### src/rtl/scv_pkg.sv
// rtl/scv_pkg.sv - shared types and constants for the scv ROM init sequencer
package scv_pkg;

  localparam int unsigned ROMINIT_AW = 25;

  typedef logic [ROMINIT_AW-1:0] rom_addr_t;

  typedef enum logic [2:0] {
    ST_IDLE,
    ST_BOOT,
    ST_CHR,
    ST_APU,
    ST_DROP,
    ST_CART,
    ST_SWITCH,
    ST_HOLD
  } rominit_state_t;

  localparam logic [7:0] ROMINIT_IDX_BIOS = 8'd0;
  localparam logic [7:0] ROMINIT_IDX_CART = 8'd1;

endpackage

### src/rtl/scv_rominit_ctrl.sv
// rtl/scv_rominit_ctrl.sv - splits the ioctl download into boot/chr/apu/cart ROM writes
// and holds the scv core in reset until a complete BIOS set is resident.
module scv_rominit_ctrl
  import scv_pkg::*;
#(
  parameter int unsigned BOOT_SIZE = 4096,
  parameter int unsigned CHR_SIZE  = 1024,
  parameter int unsigned APU_SIZE  = 1024,
  parameter logic [31:0] CART_MAX  = 32'h20000,
  parameter int unsigned RES_HOLD  = 1024
) (
  input  logic                  CLK,
  input  logic                  RESB,
  input  logic                  IOCTL_DOWNLOAD,
  input  logic [7:0]            IOCTL_INDEX,
  input  logic                  IOCTL_WR,
  input  logic [7:0]            IOCTL_DOUT,
  output logic                  IOCTL_WAIT,
  output logic                  ROMINIT_SEL_BOOT,
  output logic                  ROMINIT_SEL_CHR,
  output logic                  ROMINIT_SEL_APU,
  output logic                  ROMINIT_SEL_CART,
  output logic [ROMINIT_AW-1:0] ROMINIT_ADDR,
  output logic [7:0]            ROMINIT_DATA,
  output logic                  ROMINIT_VALID,
  output logic [ROMINIT_AW-1:0] CART_SIZE,
  output logic                  CART_OVF,
  output logic                  BIOS_OK,
  output logic                  SYS_RESB
);

  localparam rom_addr_t BOOT_LAST = rom_addr_t'(BOOT_SIZE - 1);
  localparam rom_addr_t CHR_LAST  = rom_addr_t'(CHR_SIZE - 1);
  localparam rom_addr_t APU_LAST  = rom_addr_t'(APU_SIZE - 1);
  localparam rom_addr_t CART_LIM  = rom_addr_t'(CART_MAX);

  rominit_state_t state_q, state_d;
  rominit_state_t sw_next_q, sw_next_d;
  rom_addr_t      cnt_q, cnt_d;
  logic [31:0]    hold_q, hold_d;
  logic           dl_q;

  logic           wait_q, wait_d;
  logic           sel_boot_q, sel_boot_d;
  logic           sel_chr_q, sel_chr_d;
  logic           sel_apu_q, sel_apu_d;
  logic           sel_cart_q, sel_cart_d;
  rom_addr_t      addr_q, addr_d;
  logic [7:0]     data_q, data_d;
  logic           valid_q, valid_d;
  rom_addr_t      cart_size_q, cart_size_d;
  logic           cart_ovf_q, cart_ovf_d;
  logic           bios_ok_q, bios_ok_d;
  logic           sys_resb_q, sys_resb_d;

  logic           start;

  assign start = IOCTL_DOWNLOAD && !dl_q;

  always_comb begin
    state_d     = state_q;
    sw_next_d   = sw_next_q;
    cnt_d       = cnt_q;
    hold_d      = hold_q;
    sel_boot_d  = 1'b0;
    sel_chr_d   = 1'b0;
    sel_apu_d   = 1'b0;
    sel_cart_d  = 1'b0;
    valid_d     = 1'b0;
    addr_d      = addr_q;
    data_d      = data_q;
    cart_size_d = cart_size_q;
    cart_ovf_d  = cart_ovf_q;
    bios_ok_d   = bios_ok_q;

    unique case (state_q)
      ST_IDLE: begin
        if (start && IOCTL_INDEX == ROMINIT_IDX_BIOS) begin
          state_d   = ST_BOOT;
          cnt_d     = '0;
          bios_ok_d = 1'b0;
        end else if (start && IOCTL_INDEX == ROMINIT_IDX_CART) begin
          state_d     = ST_CART;
          cnt_d       = '0;
          cart_size_d = '0;
          cart_ovf_d  = 1'b0;
        end
      end

      ST_BOOT, ST_CHR, ST_APU: begin
        if (!IOCTL_DOWNLOAD) begin
          state_d = ST_HOLD;
          hold_d  = '0;
        end else if (IOCTL_WR) begin
          valid_d    = 1'b1;
          sel_boot_d = (state_q == ST_BOOT);
          sel_chr_d  = (state_q == ST_CHR);
          sel_apu_d  = (state_q == ST_APU);
          addr_d     = cnt_q;
          data_d     = IOCTL_DOUT;
          cnt_d      = cnt_q + 1'b1;
          if (state_q == ST_BOOT && cnt_q == BOOT_LAST) begin
            state_d   = ST_SWITCH;
            sw_next_d = ST_CHR;
          end else if (state_q == ST_CHR && cnt_q == CHR_LAST) begin
            state_d   = ST_SWITCH;
            sw_next_d = ST_APU;
          end else if (state_q == ST_APU && cnt_q == APU_LAST) begin
            state_d   = ST_DROP;
            bios_ok_d = 1'b1;
          end
        end
      end

      // The producer holds its byte while WAIT is high, so nothing is consumed here.
      ST_SWITCH: begin
        cnt_d = '0;
        if (!IOCTL_DOWNLOAD) begin
          state_d = ST_HOLD;
          hold_d  = '0;
        end else begin
          state_d = sw_next_q;
        end
      end

      ST_DROP: begin
        if (!IOCTL_DOWNLOAD) begin
          state_d = ST_HOLD;
          hold_d  = '0;
        end
      end

      ST_CART: begin
        if (!IOCTL_DOWNLOAD) begin
          state_d = ST_HOLD;
          hold_d  = '0;
        end else if (IOCTL_WR) begin
          if (cnt_q < CART_LIM) begin
            valid_d     = 1'b1;
            sel_cart_d  = 1'b1;
            addr_d      = cnt_q;
            data_d      = IOCTL_DOUT;
            cnt_d       = cnt_q + 1'b1;
            cart_size_d = cnt_q + 1'b1;
          end else begin
            cart_ovf_d = 1'b1;
          end
        end
      end

      ST_HOLD: begin
        hold_d = hold_q + 32'd1;
        if (hold_q == RES_HOLD - 1) begin
          state_d = ST_IDLE;
        end
      end

      default: state_d = ST_IDLE;
    endcase

    wait_d     = (state_d == ST_SWITCH);
    sys_resb_d = (state_d == ST_IDLE) && bios_ok_d;
  end

  always_ff @(posedge CLK or negedge RESB) begin
    if (!RESB) begin
      state_q     <= ST_IDLE;
      sw_next_q   <= ST_CHR;
      cnt_q       <= '0;
      hold_q      <= '0;
      dl_q        <= 1'b0;
      wait_q      <= 1'b0;
      sel_boot_q  <= 1'b0;
      sel_chr_q   <= 1'b0;
      sel_apu_q   <= 1'b0;
      sel_cart_q  <= 1'b0;
      addr_q      <= '0;
      data_q      <= '0;
      valid_q     <= 1'b0;
      cart_size_q <= '0;
      cart_ovf_q  <= 1'b0;
      bios_ok_q   <= 1'b0;
      sys_resb_q  <= 1'b0;
    end else begin
      state_q     <= state_d;
      sw_next_q   <= sw_next_d;
      cnt_q       <= cnt_d;
      hold_q      <= hold_d;
      dl_q        <= IOCTL_DOWNLOAD;
      wait_q      <= wait_d;
      sel_boot_q  <= sel_boot_d;
      sel_chr_q   <= sel_chr_d;
      sel_apu_q   <= sel_apu_d;
      sel_cart_q  <= sel_cart_d;
      addr_q      <= addr_d;
      data_q      <= data_d;
      valid_q     <= valid_d;
      cart_size_q <= cart_size_d;
      cart_ovf_q  <= cart_ovf_d;
      bios_ok_q   <= bios_ok_d;
      sys_resb_q  <= sys_resb_d;
    end
  end

  assign IOCTL_WAIT       = wait_q;
  assign ROMINIT_SEL_BOOT = sel_boot_q;
  assign ROMINIT_SEL_CHR  = sel_chr_q;
  assign ROMINIT_SEL_APU  = sel_apu_q;
  assign ROMINIT_SEL_CART = sel_cart_q;
  assign ROMINIT_ADDR     = addr_q;
  assign ROMINIT_DATA     = data_q;
  assign ROMINIT_VALID    = valid_q;
  assign CART_SIZE        = cart_size_q;
  assign CART_OVF         = cart_ovf_q;
  assign BIOS_OK          = bios_ok_q;
  assign SYS_RESB         = sys_resb_q;

endmodule

### config.mk
export PLATFORM = sky130hd
export DESIGN_NAME = scv_rominit_ctrl
export DESIGN_NICKNAME = d
export VERILOG_FILES = /design/src/rtl/scv_pkg.sv /design/src/rtl/scv_rominit_ctrl.sv
export SDC_FILE = /design/constraint.sdc
export NUM_CORES = 1
export LEC_CHECK = 0
export CORE_AREA = 5 5 124 126
export CTS_CLUSTER_SIZE = 14
export DETAILED_ROUTE_END_ITERATION = 10
export DIE_AREA = 0 0 129 131
export PLACE_DENSITY = 0.64
export SLEW_MARGIN = 20
export SYNTH_ARGS = -nofsm -noshare
export SYNTH_HDL_FRONTEND = slang
export SYNTH_SLANG_ARGS = --single-unit
export TNS_END_PERCENT = 100
### constraint.sdc
create_clock -name CLK -period 2.8 [get_ports CLK]
set_input_delay 0.56 -clock CLK [delete_from_list [all_inputs] [get_ports CLK]]
set_output_delay 0.56 -clock CLK [all_outputs]
set_load 0.02 [all_outputs]
-- Yosys cells after proc, flatten, opt, wreduce, memory -nomap -nowiden
Index checks and enable logic that the tools add are counted.
- register bits after elaboration: 131
- bits of input ports: 20
- add/subtract/negate cells: 2
- $lt $le $gt $ge: 1
- equal/unequal tests: 22
- multiplexer cells: 66
- reduce and logical (&&, ||, !) cells: 25
- operators by type and width (operator ; number):
    two-way mux 25 bit ; 13
    one-hot mux 25 bit (2 select lines) ; 2
    one-hot mux 25 bit (4 select lines) ; 1
    one-hot mux 32 bit (2 select lines) ; 1
    two-way mux 8 bit ; 5
    two-way mux 3 bit ; 12
    adder 32 x 1 -> 32 bit, second input constant ; 1
    equality test 32 x 10 -> 1 bit, second input constant ; 1
    two-way mux 32 bit ; 1
    two-way mux 1 bit ; 26
    adder 25 x 1 -> 25 bit, second input constant ; 1
    equality test 25 x 10 -> 1 bit, second input constant ; 1
    equality test 25 x 12 -> 1 bit, second input constant ; 1
    less-than comparator 25 x 18 -> 1 bit, second input constant ; 1
    inequality test 2 bit, second input constant ; 9
    AND reduction 6 bit ; 3
    one-hot mux 8 bit (2 select lines) ; 1
    equality test 3 bit, second input constant ; 5
    one-hot mux 3 bit (5 select lines) ; 1
    equality test 8 x 1 -> 1 bit, second input constant ; 1
    logical NOT 8 bit ; 1
    nonzero test 2 bit ; 4
    logical AND 1 bit ; 7
    AND reduction 7 bit ; 1
    12 further kinds ; 16

-- Depth between registers and ports, before layout
Gate-level depths: netlist (run 1).
- word-level depth: 10
- mapped depth: 9
- mapped depth without buffers: 7

-- Worst setup path after synthesis (run 1)
Ideal clock, no wire load.
- path kind: input to register
- from: input IOCTL_INDEX[3]
- to: register cnt_q[1]
- library setup time: 121 ps
- data arrival time: 2258 ps
- slack: 421 ps
- stages on the path: 6
- path buffers: 1
- cell sequence: or4_1 > nor4b_1 > a211oi_1 > buf_2 > or2_2 > a22o_1
- longest elaborated chain between the ends: 4
- ends and longest elaborated chain (what ; RTL line ; source):
    start, declared ; scv_rominit_ctrl.sv:15 ; input logic [7:0] IOCTL_INDEX,
    equality test 8 x 1 -> 1 bit / logical NOT 8 bit (equally long branches) ; scv_rominit_ctrl.sv:82, scv_rominit_ctrl.sv:78 ;
    logical AND 1 bit (on tied branches) ; scv_rominit_ctrl.sv:82, scv_rominit_ctrl.sv:78 ;
    inequality test 3 bit (no source line) / two-way mux 25 bit (equally long branches) ; - ;
    AND reduction 7 bit (no source line) / one-hot mux 25 bit (4 select lines) (equally long branches) ; - ;
    end signal, assigned ; scv_rominit_ctrl.sv:187 ; cnt_q <= cnt_d;
    end, declared ; scv_rominit_ctrl.sv:39 ; rom_addr_t cnt_q, cnt_d;
Several ways; a longest one is shown, not always the timed one.
A chain may end at the register's enable or synchronous reset.

-- Worst setup path in the final report (run 1)
- from: register cnt_q[21]
- to: register cnt_q[18]
- longest elaborated chain between the ends: 3
- ends and longest elaborated chain (what ; RTL line ; source):
    less-than comparator 25 x 18 -> 1 bit ; scv_rominit_ctrl.sv:138 ; if (cnt_q < CART_LIM) begin
    inequality test 2 bit (no source line) ; - ;
    AND reduction 7 bit (no source line) ; - ;
No other way between the ends.

==> run summary, run 1 <==
Status -> finished, final reports clean
Mapped Area -> 6225 µm²
Fin crit period -> 2.503 ns
I/O Pins -> 87
Sequential area share after synthesis -> 51.86%
WL/cell -> 16.56 µm
Post-route insts no fill -> 961
Cts bufs inserted -> 17
Clock transition at the registers of the reported paths -> 0.06 ns
Int Pwr -> 0.004258 W
Std-Cell Core Area -> 14200 µm²
Post-synth top area share -> 51.86%
CP peak stage delay -> 0.55 ns
Critical-path maximum fanout -> 41
Async S/R FF share, synth -> 100.0%
Initial Util -> 43.82%
Placed Area -> 7397 µm²
Ys flop type -> dfrtp_1
Vias -> 5347
Crit end category -> flop
Htree depth -> 4
Number of synthesized flops with an enable pin -> 0
Fin area -> 8080 µm²
Most frequent cells after synthesis -> nand2_1 (156), dfrtp_1 (129), o21ai_0 (38)
DRC violations left -> 0
Rows -> 44
WL final -> 15920 µm
Buf/Inv on CP -> 1
CP delay by family, top -> simple AND/OR/NAND/NOR gates
Tightest Hold Check Type -> input pin to async pin
Final WS setup -> 0.2971 ns
Die height -> 131 µm
Final Total Pwr -> 0.006014 W
Vias per Instance -> 5.564
RePlAce Congestion -> 0.8777
Cells after synthesis -> 666
Yosys warns -> 0
Chip width -> 129 µm
Worst-margin pin slew -> 0.9846 ns
Max Fclk -> 399.5 MHz
Finish-stage setup viols -> 0
GRT Total Usage -> 20.01%
Synth Register Bits -> 129
DIE AREA -> 16900 µm²
Setup TNS -> 0 ns
Clk_lat worst skew -> 0.42 ns
Sink Count -> 129
Final Net Count -> 786
Clock power frac -> 42.4%
N_diodes -> 0
Syn_area_per_cell -> 9.346 µm²
Startpoint Class -> flop
DRT antenna net count -> 0
RSZ-0062 raised after global routing -> false
Setup Crit Path Kind -> flop to flop
Number of global-route vias before repair -> 5244
Share of power burned in registers -> 37.2%
Total grt overflow -> 0
Clock Tree Buf Depth -> 2
CTS Root Buffer Type -> clkbuf_16
Sw frac -> 29.19%
Max Cap Violations -> 0
CTS tree -> built
Area leader, netlist -> dfrtp_1
# port buffers -> 86
First-pass GRT wire length -> 26880 µm
Worst-path cell chain -> or4_1 > o31a_1 > or2_2 > inv_6 > nand2_2 > o41ai_2
Power share of the combinational group -> 20.4%
Worst vdd ir -> 403.4 µV
Critical-path top delay cell -> or4_1
Critical path depth -> 6
Critical path arrival -> 2.82 ns
Post-CTS sizing -> 0
First-pass DRT Iterations -> 5
Final period util -> 89.39%
Worst slew margin relative to its limit -> 34.24%
Post-CTS Repair Setup Buffers -> 0
Final hold vios -> 0
Setup WS pre-CTS -> -0.03422 ns
Reg2Reg Depth -> 6
Post-DP HPWL -> 11010 µm
Final slew viol count -> 0
Layout cells sized above 1 -> 10.42%
Post-Synthesis Net Count -> 688
Initial DRC Count -> 442
Leakage -> 3.571 nW
Post-CTS Hold Buffers -> 0
Synth area leaders -> dfrtp_1 (52%), nand2_1 (9.4%), o31ai_1 (3.5%), o21ai_0 (3.1%), nand3_1 (2.6%)
Power per Cell Area -> 744.2 nW/µm²
Yosys cell types -> 57
Placed cell count -> 929
Worst Skew -> 0.005238 ns
Largest net degree at the start of global routing -> 50
Most instantiated library cell after synthesis -> nand2_1
Antenna violations before repair -> 0
WP data required -> 3.12 ns
Sw Pwr -> 0.001755 W
Area Growth Syn to Fin -> 29.81%
registers in the layout, summed over array words and instances (netlist names):
signal / count
BIOS_OK: 1
CART_OVF: 1
CART_SIZE: 25
IOCTL_WAIT: 1
ROMINIT_ADDR: 25
ROMINIT_DATA: 8
ROMINIT_SEL_APU: 1
ROMINIT_SEL_BOOT: 1
ROMINIT_SEL_CART: 1
ROMINIT_SEL_CHR: 1
ROMINIT_VALID: 1
SYS_RESB: 1
cnt_q: 25
dl_q: 1
hold_q: 32
state_q: 3
sw_next_q: 1
power by group through the flow:
stage	clock [W]	sequential, W	combinational [W]
2_1_floorplan	0	0.00236	0.000591
4_1_cts	0.00259	0.00223	0.00123
5_1_grt	0.00269	0.00227	0.00136
6_report	0.00255	0.00223	0.00123
3_3_place_gp	0	0.00225	0.00121
3_5_place_dp	0	0.00226	0.00123
logic make-up after synthesis:
family	synth area share, %
xor gates and xnor gates	2.533
muxes	1.608
adders and majority gates	0.4019
AOI/OAI and AO/OA	14.37
DFF	51.86
buffers and inverters	4.281
and+or+nand+nor	24.94
metal layers:
metal	track usage, %	share of wire, %
met4	7.041	1.6
met5	0	0
met2	31.92	48
met3	4.106	5.1
met1	27.28	45
area by class of cell:
cell class,instances,area [µm²]
fillers,1262,6123
flip-flops and latches,129,3228
multi-input cells,482,2739
repair buffers,121,1146
clock buffers,17,425.4
clock inverters,15,257.7
well taps,184,230.2
inverters,13,53.80
worst reg2reg max path, stage by stage (launching register included):
cell and delay [ns]:
dfrtp_1 0.43, or4_1 0.55, o31a_1 0.38, or2_2 0.38
inv_6 0.26, nand2_2 0.11, o41ai_2 0.28
metrics by stage:
stage,hold slack (ns),util [%]
after floorplan,0.2644,-
after global placement,0.4525,52.08
after detailed placement,0.4619,52.08
after CTS,0.1479,56.89
after global routing,0.1780,56.89
final,0.1350,56.89
path summary, 6_finish.rpt:
check	start	end	slack, ns
worst max-delay path	cnt_q[21]	cnt_q[18]	0.30
worst min-delay path	RESB	CART_SIZE[24]	0.13
worst max register to register	cnt_q[21]	cnt_q[18]	0.30
worst min register to register	ROMINIT_ADDR[22]	ROMINIT_ADDR[22]	0.47
max in group asynchronous	RESB	CART_SIZE[9]	1.83
min in group CLK	ROMINIT_ADDR[22]	ROMINIT_ADDR[22]	0.47
cells in the final DEF, fill, tap and decap left out, types with 3 or more instances in the layout:
master | Yosys | final
a211o_1 | 6 | 6
a211oi_1 | 6 | 5
a21o_1 | 4 | 4
a21oi_1 | 8 | 7
a31oi_1 | 6 | 6
and2_1 | 7 | 7
and3_1 | 9 | 9
and4_1 | 7 | 7
buf_4 | 3 | 34
bufinv_16 | 0 | 6
clkbuf_16 | 0 | 17
clkdlybuf4s50_1 | 0 | 85
clkinv_4 | 0 | 4
clkinvlp_4 | 0 | 3
dfrtp_1 | 129 | 129
inv_1 | 12 | 12
mux2i_1 | 10 | 10
nand2_1 | 156 | 156
nand3_1 | 32 | 32
nand4_1 | 18 | 18
nor2_1 | 24 | 24
nor2b_1 | 3 | 3
nor3_1 | 20 | 20
nor4_1 | 14 | 14
o211ai_1 | 11 | 11
o21ai_0 | 38 | 38
o21bai_1 | 3 | 3
o22ai_1 | 3 | 3
o31ai_1 | 29 | 29
or2_2 | 3 | 4
or3_1 | 9 | 9
or4_1 | 6 | 6
xnor2_1 | 11 | 11
xor2_1 | 7 | 7
No activity file was read; power rests on OpenSTA's default activity.
==> run 2: changes to the inputs <==
--- a/config.mk
+++ b/config.mk
@@ -9,7 +9,7 @@
 export CTS_CLUSTER_SIZE = 14
 export DETAILED_ROUTE_END_ITERATION = 10
 export DIE_AREA = 0 0 129 131
-export PLACE_DENSITY = 0.64
+export PLACE_DENSITY = 0.76
 export SLEW_MARGIN = 20
 export SYNTH_ARGS = -nofsm -noshare
 export SYNTH_HDL_FRONTEND = slang
==> run summary, run 2 (synthesis gave the netlist of run 1 again) <==
Worst slew margin relative to its limit -> 36.39% (+2.2 points)
Std-Cell Core Area -> 14200 µm² (unchanged)
Critical path arrival -> 2.77 ns (-0.05 ns)
Cts bufs inserted -> 17 (unchanged)
Post-CTS sizing -> 0 (unchanged)
Share of power burned in registers -> 39.7% (+2.5 points)
Max Fclk -> 410.3 MHz (+2.7%)
Initial Util -> 43.82% (unchanged)
Worst vdd ir -> 471.4 µV (+17%)
WL/cell -> 16.34 µm (-1.3%)
Worst-margin pin slew -> 0.9523 ns (-0.03224 ns)
Sink Count -> 129 (unchanged)
Final period util -> 87.04% (-2.3 points)
Final Total Pwr -> 0.005643 W (-6.2%)
Largest net degree at the start of global routing -> 81 (+62%)
Vias per Instance -> 5.631 (+1.2%)
Clock power frac -> 38.9% (-3.5 points)
Fin area -> 7958 µm² (-1.5%)
Crit end category -> flop
Max Cap Violations -> 0 (unchanged)
WP data required -> 3.13 ns (about the same)
Sw frac -> 29.46% (+0.27 points)
Worst-path cell chain -> or4_1 > o31a_1 > or2_2 > buf_12 > or3_1 > o21ai_0
Tightest Hold Check Type -> input pin to async pin
Area Growth Syn to Fin -> 27.84%
GRT Total Usage -> 19.30% (-0.71 points)
CTS Root Buffer Type -> clkbuf_16
Post-DP HPWL -> 10930 µm (-0.71%)
Power per Cell Area -> 709.1 nW/µm² (-4.7%)
Final slew viol count -> 0 (unchanged)
WL final -> 15590 µm (-2.0%)
First-pass GRT wire length -> 25940 µm (-3.5%)
Rows -> 44 (unchanged)
Vias -> 5372 (+0.47%)
Setup Crit Path Kind -> flop to flop
# port buffers -> 86 (unchanged)
I/O Pins -> 87 (unchanged)
Post-CTS Repair Setup Buffers -> 0 (unchanged)
Commonest non-fill, non-tap cells in the layout -> nand2_1 (156), dfrtp_1 (129), clkdlybuf4s50_1 (85)
Placed Area -> 7370 µm² (-0.37%)
Clock Tree Buf Depth -> 2 (unchanged)
Fin crit period -> 2.437 ns (-0.06571 ns)
CP peak stage delay -> 0.57 ns (+0.02 ns)
DRT antenna net count -> 0 (unchanged)
DIE AREA -> 16900 µm² (unchanged)
Int Pwr -> 0.003981 W (-6.5%)
Clock transition at the registers of the reported paths -> 0.05 ns (about the same)
Power share of the combinational group -> 21.3% (+0.9 points)
CTS tree -> built
Largest register FFs -> 32 (unchanged)
Die height -> 131 µm (unchanged)
First-pass DRT Iterations -> 5 (unchanged)
Critical-path maximum fanout -> 52 (+27%)
Most flop-heavy register -> hold_q
RePlAce Congestion -> 0.8120 (-7.5%)
Startpoint Class -> flop
Clk_lat worst skew -> 0.42 ns (about the same)
Critical-path top delay cell -> or4_1
Total grt overflow -> 0 (unchanged)
Layout cells sized above 1 -> 9.221% (-1.2 points)
Final hold vios -> 0 (unchanged)
Setup TNS -> 0 ns (unchanged)
Number of global-route vias before repair -> 5252 (+0.15%)
Commonest non-fill, non-tap cell in the layout -> nand2_1
Chip width -> 129 µm (unchanged)
WHS -> 0.1319 ns (-0.003050 ns)
Leakage -> 3.510 nW (-1.7%)
Worst Skew -> 0.006447 ns (+0.001209 ns)
Post-route insts no fill -> 954 (-0.73%)
DRC violations left -> 0 (unchanged)
Status -> finished, final reports clean
Placed cell count -> 922 (-0.75%)
Htree depth -> 4 (unchanged)
Antenna violations before repair -> 1 (+1)
RSZ-0062 raised after global routing -> false
Final Net Count -> 779 (-0.89%)
Finish-stage setup viols -> 0 (unchanged)
Initial DRC Count -> 405 (-8.4%)
N_diodes -> 0 (unchanged)
Sw Pwr -> 0.001662 W (-5.3%)
Post-CTS Hold Buffers -> 0 (unchanged)
run 2: path summary, 6_finish.rpt:
kind                                 start  depth (start not counted)         endpoint  slack, ns
max                              cnt_q[18]                          6        cnt_q[19]       0.36
min in group CLK           ROMINIT_ADDR[2]                          2  ROMINIT_ADDR[2]       0.47
min                                   RESB                          2  ROMINIT_SEL_CHR       0.13
max reg2reg                      cnt_q[18]                          6        cnt_q[19]       0.36
max in group asynchronous             RESB                          2    CART_SIZE[17]       2.26
min reg2reg                ROMINIT_ADDR[2]                          2  ROMINIT_ADDR[2]       0.47
run 2: power by group through the flow:
stage          Clock, W  Sequential [W]  Combinational (W)
2_1_floorplan         0         0.00236           0.000591
3_3_place_gp          0         0.00226            0.00118
3_5_place_dp          0         0.00227            0.00121
4_1_cts         0.00224         0.00224            0.00121
5_1_grt         0.00233         0.00227            0.00132
6_report        0.00220         0.00224            0.00120
run 2: layout make-up:
| type | count | area, µm² |
|---|---|---|
| Fill cell | 1231 | 6246 |
| Sequential cell | 129 | 3228 |
| Multi-Input combinational cell | 482 | 2739 |
| Timing Repair Buffer | 114 | 1119 |
| Clock buffer | 21 | 450.4 |
| Tap cell | 184 | 230.2 |
| Clock inverter | 11 | 137.6 |
| Inverter | 13 | 53.80 |
run 2: metrics by stage:
| stage | util (%) | worst slack [ns] |
|---|---|---|
| floorplan | - | 0.4212 |
| global placement | 51.89 | 0.01898 |
| detailed placement | 51.89 | -0.01085 |
| CTS | 56.03 | 0.3792 |
| global route | 56.03 | 0.1982 |
| finish | 56.03 | 0.3628 |
run 2: per-layer routing:
layer | GRT usage, % | part of all wire [%] | wire [µm] | up-vias
li1 | - | - | - | 2569
met3 | 5.325 | 5.8 | 909 | 34
met2 | 31.86 | 50 | 7808 | 163
met1 | 23.77 | 41 | 6454 | 2604
met5 | 0 | 0.083 | 13 | -
met4 | 8.586 | 2.6 | 407 | 2
run 2: worst max-delay path, delay by kind of cell (launching register included):
family,cells,cell delay (ns)
buf+inv,1,0.21
simple gates,3,1.30
flops,1,0.47
compound gates,2,0.36
